<file path="src/rtl/lcd_irb_capture.sv">
// ---------------------------------------------------------------------------
// lcd_irb_capture
//
// Image result buffer (IRB) model sitting downstream of the LCD controller.
// It captures the 64 pixel writes of the controller's write-back phase. Once
// the controller raises done, it replays the stored 8x8 frame in raster order
// over a valid/ready port. It also flags incomplete, duplicate and late writes.
//
// Optional feature macro: IRB_CKSUM_EN
//   defined   : cksum is a 16-bit running sum of every replayed pixel that was
//               accepted by a handshake.
//   undefined : cksum is tied to zero and no adder exists.
//
// Ports
//   clk        in   rising-edge clock shared with the controller
//   reset      in   asynchronous active-low reset (0 = reset)
//   IRB_RW     in   0 = write strobe this cycle, 1 or X = no write
//   IRB_A      in   write address (row = A[5:3], col = A[2:0])
//   IRB_D      in   write data
//   done       in   controller write-back complete (level)
//   pix_valid  out  replay pixel valid
//   pix_ready  in   replay consumer ready
//   pix_data   out  replay pixel value
//   pix_x      out  column of pix_data
//   pix_y      out  row of pix_data
//   frame_end  out  high together with the pixel at the last address
//   scan_done  out  sticky, set after the last replay handshake
//   wr_cnt     out  number of distinct addresses written
//   err_dup    out  sticky, an address was written twice while capturing
//   err_inc    out  sticky, done arrived before every address was written
//   err_late   out  sticky, write strobe seen after capture ended
//   cksum      out  replay checksum (zero unless IRB_CKSUM_EN)
//   dbg_state  out  current FSM state (0 CAPTURE, 1 SCAN, 2 HOLD)
//
// Replay handshake: a pixel transfers on every rising edge where pix_valid
// and pix_ready are both high. While pix_valid is high and pix_ready is low,
// pix_data, pix_x, pix_y and frame_end hold stable. pix_valid never drops
// without a transfer.
// ---------------------------------------------------------------------------
module lcd_irb_capture #(
    parameter int PIX_W  = 8,
    parameter int ADDR_W = 6
) (
    input  logic                clk,
    input  logic                reset,
    input  logic                IRB_RW,
    input  logic [ADDR_W-1:0]   IRB_A,
    input  logic [PIX_W-1:0]    IRB_D,
    input  logic                done,
    output logic                pix_valid,
    input  logic                pix_ready,
    output logic [PIX_W-1:0]    pix_data,
    output logic [ADDR_W/2-1:0] pix_x,
    output logic [ADDR_W/2-1:0] pix_y,
    output logic                frame_end,
    output logic                scan_done,
    output logic [ADDR_W:0]     wr_cnt,
    output logic                err_dup,
    output logic                err_inc,
    output logic                err_late,
    output logic [15:0]         cksum,
    output logic [1:0]          dbg_state
);

    localparam int DEPTH = 1 << ADDR_W;
    localparam int HALF  = ADDR_W / 2;
    localparam logic [ADDR_W:0]   FULL_CNT = DEPTH[ADDR_W:0];
    localparam logic [ADDR_W-1:0] LAST_A   = ADDR_W'(DEPTH - 1);

    typedef enum logic [1:0] {
        CAPTURE = 2'd0,
        SCAN    = 2'd1,
        HOLD    = 2'd2
    } state_t;

    state_t            state;
    logic [PIX_W-1:0]  mem [DEPTH];
    logic [DEPTH-1:0]  written;
    logic [ADDR_W-1:0] ptr;

    logic              wr_stb;
    logic              new_addr;
    logic [ADDR_W:0]   cnt_after;
    logic              handshake;
    logic [ADDR_W-1:0] nxt_ptr;
    logic [ADDR_W-1:0] fetch_a;
    logic [PIX_W-1:0]  fetch_d;

    assign dbg_state = state;

    // An X on IRB_RW compares to X and is treated as "no write".
    assign wr_stb    = (IRB_RW == 1'b0);
    assign new_addr  = wr_stb && !written[IRB_A];
    // Count including a write landing on the same edge as done.
    assign cnt_after = wr_cnt + {{ADDR_W{1'b0}}, new_addr};
    assign handshake = pix_valid && pix_ready;
    assign nxt_ptr   = ptr + 1'b1;

    // First presentation loads ptr; after a transfer the next address is
    // fetched on the same edge so a held-high ready sees no bubble.
    assign fetch_a = pix_valid ? nxt_ptr : ptr;
    assign fetch_d = written[fetch_a] ? mem[fetch_a] : '0;

    // Pixel storage: only writable while capturing.
    always_ff @(posedge clk or negedge reset) begin
        if (!reset) begin
            for (int i = 0; i < DEPTH; i++) begin
                mem[i] <= '0;
            end
        end else if (state == CAPTURE && wr_stb) begin
            mem[IRB_A] <= IRB_D;
        end
    end

    // Control FSM with registered replay outputs.
    always_ff @(posedge clk or negedge reset) begin
        if (!reset) begin
            state     <= CAPTURE;
            written   <= '0;
            wr_cnt    <= '0;
            ptr       <= '0;
            pix_valid <= 1'b0;
            pix_data  <= '0;
            pix_x     <= '0;
            pix_y     <= '0;
            frame_end <= 1'b0;
            scan_done <= 1'b0;
            err_dup   <= 1'b0;
            err_inc   <= 1'b0;
            err_late  <= 1'b0;
        end else begin
            case (state)
                CAPTURE: begin
                    if (wr_stb) begin
                        written[IRB_A] <= 1'b1;
                        wr_cnt         <= cnt_after;
                        if (written[IRB_A]) begin
                            err_dup <= 1'b1;
                        end
                    end
                    if (done) begin
                        state <= SCAN;
                        ptr   <= '0;
                        if (cnt_after < FULL_CNT) begin
                            err_inc <= 1'b1;
                        end
                    end
                end
                SCAN: begin
                    if (wr_stb) begin
                        err_late <= 1'b1;
                    end
                    if (!pix_valid) begin
                        pix_valid <= 1'b1;
                        pix_data  <= fetch_d;
                        pix_x     <= fetch_a[HALF-1:0];
                        pix_y     <= fetch_a[ADDR_W-1:HALF];
                        frame_end <= (fetch_a == LAST_A);
                    end else if (pix_ready) begin
                        if (ptr == LAST_A) begin
                            pix_valid <= 1'b0;
                            frame_end <= 1'b0;
                            scan_done <= 1'b1;
                            state     <= HOLD;
                        end else begin
                            ptr       <= nxt_ptr;
                            pix_data  <= fetch_d;
                            pix_x     <= fetch_a[HALF-1:0];
                            pix_y     <= fetch_a[ADDR_W-1:HALF];
                            frame_end <= (fetch_a == LAST_A);
                        end
                    end
                end
                HOLD: begin
                    if (wr_stb) begin
                        err_late <= 1'b1;
                    end
                end
                default: begin
                    state <= CAPTURE;
                end
            endcase
        end
    end

`ifdef IRB_CKSUM_EN
    // Zero-extended pixel sum, modulo 2^16, of accepted pixels only.
    always_ff @(posedge clk or negedge reset) begin
        if (!reset) begin
            cksum <= '0;
        end else if (handshake) begin
            cksum <= cksum + 16'(pix_data);
        end
    end
`else
    assign cksum = 16'h0000;
`endif

endmodule

</file>
<file path="config.mk">
export PLATFORM = sky130hd
export DESIGN_NAME = lcd_irb_capture
export DESIGN_NICKNAME = d
export VERILOG_FILES = /design/src/rtl/lcd_irb_capture.sv
export SDC_FILE = /design/constraint.sdc
export NUM_CORES = 1
export LEC_CHECK = 0
export CAP_MARGIN = 40
export CORE_UTILIZATION = 50
export DETAILED_ROUTE_END_ITERATION = 7
export MAX_ROUTING_LAYER = met4
export PLACE_DENSITY = 0.73
export SLEW_MARGIN = 5
export SYNTH_ARGS = -nofsm -noshare
export SYNTH_HDL_FRONTEND = slang
export SYNTH_SLANG_ARGS = --single-unit
</file>
<file path="constraint.sdc">
create_clock -name clk -period 2.6 [get_ports clk]
set_input_delay 0.26 -clock clk [delete_from_list [all_inputs] [get_ports clk]]
set_output_delay 0.26 -clock clk [all_outputs]
set_load 0.05 [all_outputs]
</file>
==> metrics.txt, run 1 <==
r2r endpoint=pix_data[2]; dominant synthesized flop cell=dfrtp_1; hold crit path type=in -> reg; H-tree level count=3; register area share after synthesis=47.2%; RSZ-0062 raised after global routing=yes; area delta synth->final=28.0%; commonest cells in the synthesized netlist=dfrtp_1 (611), mux2_2 (517), o22ai_1 (272); Routed wire per std cell=27.8 microns; Startpoint Class=flip-flop; 1st-iter DRT viols=3191; GRT Resource Usage Total=34.9%; Synth area leaders=dfrtp_1 (47%), mux2_2 (18%), o22ai_1 (5.2%), mux4_2 (2.8%), mux2i_1 (2.3%); family with the most delay on the worst path=compound AO/OA/AOI/OAI gates; Slew @ Worst Pin=945 ps; Rel. slew slack=37.0%; detailed-placement wirelength estimate=73100 microns; Net count, final=3188; # IOs=64; Finish-stage setup viols=13; cts bufs inserted=70; most frequent cell after synthesis=dfrtp_1; die width=257 microns; # rows=92; synthesized cell area=32400 sq um; Port-buffer cells=47; crit path kind=reg -> reg; full die area=65900 sq um; flop2flop setup slack=-420 ps; FFs w/ async S/R, synth=100%; vias in the first global route=27709; Mapped Cells=2793; cells along the critical path=buf_6 -> buf_12 -> or2_4 -> buf_12 -> buf_16 -> o22ai_1 -> nor2_1 -> mux4_2 -> o211a_4 -> a211oi_4 -> o21ai_2; final instance area=41500 sq um; count of cell types in the netlist=81; final setup margin=-419 ps; Worst Reg-to-Reg Cells=11; Post-synth EDFFs=0; vias per inst=6.74; CTS root buf=clkbuf_16; CP endpoint=pix_data[2]; CTS tree=yes; DR vias=27376; Final Max Slew Viols=0; Max IR drop VDD=0.727 mV; clk slew on worst S/H paths=60 ps; Max Fanout on Critical Path=22; post-synth top area cell=dfrtp_1; FF-to-FF Start=ptr[1]; CTS max path bufs=3; CP arrival=3520 ps; global-route wire length before repair=171000 microns; mean cell area of the mapped netlist=11.6 sq um; CP Capture Type=flip-flop; CP Data Required Time=3100 ps; Max Clk Rate=331 MHz; clk_skew=47.8 ps; antenna violation net count after detailed routing=0; CP max-delay cell=dfrtp_4; sequential cell area=15300 sq um; Crit. Startpoint=ptr[1]; global route overflow=0; failing checks=negative setup slack; GPL Wtd Cong=0.975; CTS sink count=611; share of cells above drive strength 1=44.8%; maxcap violations=0; Synth Register Bits=611; dpl cell area=36800 sq um; final hold violation count=0; core area=63500 sq um; total power=42.0 mW; WL final=113000 microns; Power Density=1010 nW/um^2; multi-input logic area=16900 sq um; Leak=18.8 nW; yosys warns=0; CP peak stage delay=490 ps; Filler cells=4603; largest net degree at the start of global routing=83; initial antenna violation count=1; fin crit share=116%; clk_lat worst skew=640 ps; critical path depth in cells=11; Pre-Repair DR Iteration Count=6; starting density of the core=51.0%; minimum clock period=3020 ps; residual DRC count=0; Setup TNS Final=-3590 ps; area share of the largest cell type after synthesis=47.2%; die height=257 microns; CP bufs+invs=4; outcome=finished with violations; Most common cell on crit path=buf_12
[worst reg2reg max path, stage by stage, from the launching register on]
cell and delay, ps:
dfrtp_4 490, buf_6 130, buf_12 150, or2_4 330, buf_12 170, buf_16 160
o22ai_1 270, nor2_1 80, mux4_2 480, o211a_4 280, a211oi_4 240, o21ai_2 100
[flip-flops by register name (all words and copies together), names as in the netlist]
| name | count |
|---|---|
| scan_done | 1 |
| pix_x | 3 |
| frame_end | 1 |
| pix_y | 3 |
| err_late | 1 |
| pix_valid | 1 |
| err_dup | 1 |
| written | 64 |
| wr_cnt | 7 |
| mem | 512 |
| ptr | 6 |
| pix_data | 8 |
| err_inc | 1 |
| dbg_state | 2 |
[power by group]
| part | leakage, nW | internal, mW | total, mW | switching [mW] |
|---|---|---|---|---|
| logic | 9.36 | 9.37 | 19.1 | 9.74 |
| registers | 8.25 | 11.2 | 12.6 | 1.44 |
| clock network | 1.15 | 6.11 | 10.3 | 4.15 |
| total | 18.8 | 26.6 | 42.0 | 15.3 |
[logic make-up (layout without fill, tap and decap cells)]
family	Yosys count	in the layout	synth area share, %
flip-flops	611	611	47.2
AND/OR/NAND/NOR	652	655	11.5
AO/OA/AOI/OAI	598	598	13.2
buffers and inverters	280	682	4.38
adder cells (fa/ha/maj)	7	7	0.270
other	1	19	0.0116
XOR/XNOR	13	13	0.374
multiplexers	631	631	23.0
[routing by layer]
layer	up-vias	wire (microns)	global-route usage, %
li1	11488	-	-
met1	13976	44500	44.7
met2	1534	52100	53.5
met3	378	10800	7.08
met4	0	5650	16.1
met5	-	0	-
[cell usage in the layout, fill, tap and decap left out, drive strengths merged, types with 12 or more instances in the layout]
cell | synthesis | routed
a21oi | 17 | 17
clkbuf | 99 | 100
conb | 1 | 16
a211oi | 19 | 19
nand2b | 39 | 39
mux2 | 517 | 517
nand2 | 82 | 84
mux4 | 40 | 40
a221oi | 14 | 14
nor3 | 139 | 139
or2 | 37 | 38
or3 | 59 | 59
nor2b | 15 | 15
o22a | 36 | 36
nand3 | 32 | 32
o2111ai | 51 | 51
buf | 174 | 504
nor2 | 83 | 83
clkdlybuf4s50 | 0 | 37
o31ai | 14 | 14
or3b | 57 | 57
o221ai | 39 | 39
nand3b | 52 | 52
dfrtp | 611 | 611
o21ai | 33 | 33
o22ai | 272 | 272
clkinv | 0 | 12
a22oi | 48 | 48
mux2i | 74 | 74
[how the worst min path moves through the flow]
stage	slack, ps	start	depth (start not counted)	end
after global placement	280	reset	1	mem[259]
final	210	IRB_D[6]	3	mem[286]
after floorplan	-40	reset	0	dbg_state[0]
after detailed placement	280	reset	1	mem[259]
after global routing	230	IRB_D[6]	3	mem[278]
after CTS	230	reset	2	mem[259]
[cell type report]
class,count,area share [%]
inverters,7,0.0633
well taps,846,2.55
diodes,3,0.0181
clock inverters,26,0.844
multi-input cells,1920,40.8
flip-flops and latches,611,36.9
clock buffers,97,4.84
repair buffers,552,14.0
[timing repair]
| action | CTS | global route |
|---|---|---|
| endpoints found under the setup margin | 15 | 64 |
| pin swaps | 70 | 43 |
| cloned | 14 | 3 |
| hold buffers | 1 | 0 |
| gates resized for setup | 221 | 61 |
| setup buffers | 64 | 10 |
| hold endpoints to repair | 48 | 0 |
[stage by stage]
stage	instances	utilization [%]	setup WS (ps)	hold slack, ps
5_1_grt	4060	65.3	-448	231
3_5_place_dp	3853	57.9	-1230	283
3_3_place_gp	3853	57.9	-1230	282
2_1_floorplan	2808	-	-373	-35.6
4_1_cts	4049	64.6	-436	234
6_report	4062	65.3	-419	215
(Power assumes the default switching activity.)
==> run 2: changes to the inputs <==
- CAP_MARGIN: 40 -> unset
- GPL_TIMING_DRIVEN: unset -> 0
==> run 2 against run 1 <==
The flow still finishes with violations (negative setup slack). Clock skew down 20 ps. Worst hold slack got worse by 22 ps. Wire length increased by 32%. Utilization is 0.80 points lower. Fmax down 7.0%. Worst setup slack lost 230 ps. Sequential share of layout area is 0.44 points higher. Die area unchanged. Largest power group unchanged. Register-to-register slack got worse by 160 ps. Largest cell class unchanged.
==> metrics.txt, run 2 (same netlist as run 1, synthesis figures left out) <==
share of cells above drive strength 1=42.7% (-2.1 points); GRT Resource Usage Total=45.9% (+11 points); Setup TNS Final=-10470 ps (-6880 ps); die height=257 microns (unchanged); fin crit share=125% (+8.8 points); placed insts=3724 (-3.3%); GPL Wtd Cong=1.03 (+5.7%); max FFs per register=512 (unchanged); Pre-Repair DR Iteration Count=8 (+2); CTS sink count=611 (unchanged); CP arrival=3760 ps (+240 ps); Largest Register=mem; H-tree level count=3 (unchanged); die width=257 microns (unchanged); Net count, final=3085 (-3.2%); detailed-placement wirelength estimate=100000 microns (+37%); non-filler cells, final=3972 (-2.2%); final setup margin=-647 ps (-228 ps); core area=63500 sq um (unchanged); maxcap violations=0 (unchanged); CTS root buf=clkbuf_16; CTS tree=yes; Routed wire per std cell=37.6 microns (+35%); Max Clk Rate=308 MHz (-7.0%); clk_skew=27.6 ps (-20.2 ps); Worst Hold Depth=2 (-1); 1st-iter DRT viols=4132 (+29%); CP max-delay cell=or4_4; most common cell after layout, fill and taps aside=dfrtp_1; global-route wire length before repair=209000 microns (+22%); Port-buffer cells=38 (-19%); RSZ-0062 raised after global routing=yes; CTS max path bufs=3 (unchanged); outcome=finished with violations; clk slew on worst S/H paths=60 ps (about the same); failing checks=negative setup slack; cells along the critical path=clkdlybuf4s50_1 -> clkbuf_1 -> nand3b_1 -> o221ai_1 -> or4_4 -> nor2_4 -> ha_4 -> ha_4 -> and3_4 -> nand3_4 -> xor2_1 -> a31o_2; CP Data Required Time=3120 ps (+20 ps); clk_lat worst skew=630 ps (about the same); WL final=149000 microns (+32%); final hold violation count=0 (unchanged); cts bufs inserted=71 (+1.4%); Final Max Slew Viols=0 (unchanged); Rel. slew slack=18.9% (-18 points); most frequent cells in the layout=dfrtp_1 (607), mux2_2 (515), o22ai_1 (257), buf_4 (128), nor3_1 (118); Max Fanout on Critical Path=10 (-55%); top flop regs=mem: 512 flops, written: 64 flops, pix_data: 8 flops; Most common cell on crit path=ha_4; full die area=65900 sq um (unchanged); Power Density=1030 nW/um^2 (+2.2%); Startpoint Class=input port; Max IR drop VDD=0.553 mV (-24%); multi-input logic area=17300 sq um (+2.3%); area delta synth->final=26.4%; residual DRC count=0 (unchanged); CP peak stage delay=650 ps (+160 ps); Worst Reg-to-Reg Cells=11 (unchanged); Finish-stage setup viols=58 (+45); sequential cell area=15300 sq um (about the same); Filler cells=4759 (+3.4%); Leak=18.3 nW (-2.3%); CP Capture Type=flip-flop; DR vias=29228 (+6.8%); minimum clock period=3250 ps (+228 ps); global route overflow=0 (unchanged); initial antenna violation count=3 (+2); flop2flop setup slack=-580 ps (-160 ps); antenna violation net count after detailed routing=0 (unchanged); starting density of the core=51.0% (unchanged); largest net degree at the start of global routing=120 (+45%); # IOs=64 (unchanged); Slew @ Worst Pin=1220 ps (+272 ps); vias per inst=7.36 (+9.2%); crit path kind=in -> reg; final hold slack=193 ps (-21.8 ps); vias in the first global route=28767 (+3.8%); # rows=92 (unchanged); hold crit path type=in -> reg
-- run 2: cell types whose count changed in the layout (fill, tap and decap cells not counted), sizes merged --
cell	delta
diode	+7
buf	-198
clkdlybuf4s18	+1
nand2	-2
inv	-3
clkbuf	+109
or2	-1
bufbuf	-5
clkinvlp	-3
dlygate4sd2	-1
bufinv	+2
clkinv	+4
-- run 2: worst max-delay path, delay by kind of cell --
kind / cells / cell delay (ps)
XOR/XNOR: 1 / 170
AND/OR/NAND/NOR: 5 / 1490
AO/OA/AOI/OAI: 2 / 460
buffers and inverters: 2 / 1100
adder cells (fa/ha/maj): 2 / 270
-- run 2: per-stage QoR --
| stage | setup slack (ps) | utilization (%) | cell area [sq um] | power (mW) |
|---|---|---|---|---|
| floorplan | -373 | - | 32500 | 21.9 |
| global placement | -27330 | 53.5 | 34000 | 26.7 |
| detailed placement | -2480 | 54.6 | 34700 | 27.1 |
| CTS | -551 | 63.4 | 40300 | 40.5 |
| global route | -730 | 64.5 | 41000 | 43.3 |
| finish | -647 | 64.5 | 41000 | 42.4 |
-- run 2: where the power goes --
group	switching [mW]	leakage, nW	internal, mW
logic	10.4	8.82	8.36
registers	1.52	8.25	11.2
clock network	4.25	1.25	6.63
-- run 2: routing by layer --
layer	global-route usage (%)	part of all wire, %	vias to the layer above
met1	55.6	35	14623
met3	15.7	14	785
li1	-	-	11277
met2	63.8	42	2543
met5	-	0	-
met4	32.6	8.6	0
-- run 2: path summary, 6_finish.rpt --
kind | start | end
setup / recovery | IRB_A[4] | err_inc
hold / removal | IRB_D[7] | mem[23]
setup reg to reg | ptr[1] | pix_data[7]
hold reg to reg | err_late | err_late
max in group asynchronous | reset | mem[0]
min in group asynchronous | reset | mem[294]
-- run 2: layout make-up --
cell class,count,area share (%)
multi-input cells,1917,42.3
flip-flops and latches,611,37.3
plain buffers,265,5.92
repair buffers,186,5.65
clock buffers,104,5.24
well taps,846,2.58
clock inverters,26,0.913
inverters,7,0.0641
diodes,10,0.0611
-- run 2: repair_timing --
action | in CTS | in global routing
hold endpoints to repair | 90 | 0
pin swaps | 82 | 55
setup buffers | 93 | 18
hold buffers | 1 | 0
setup endpoints to repair | 574 | 265
cloned | 3 | 4
gates resized for setup | 546 | 106
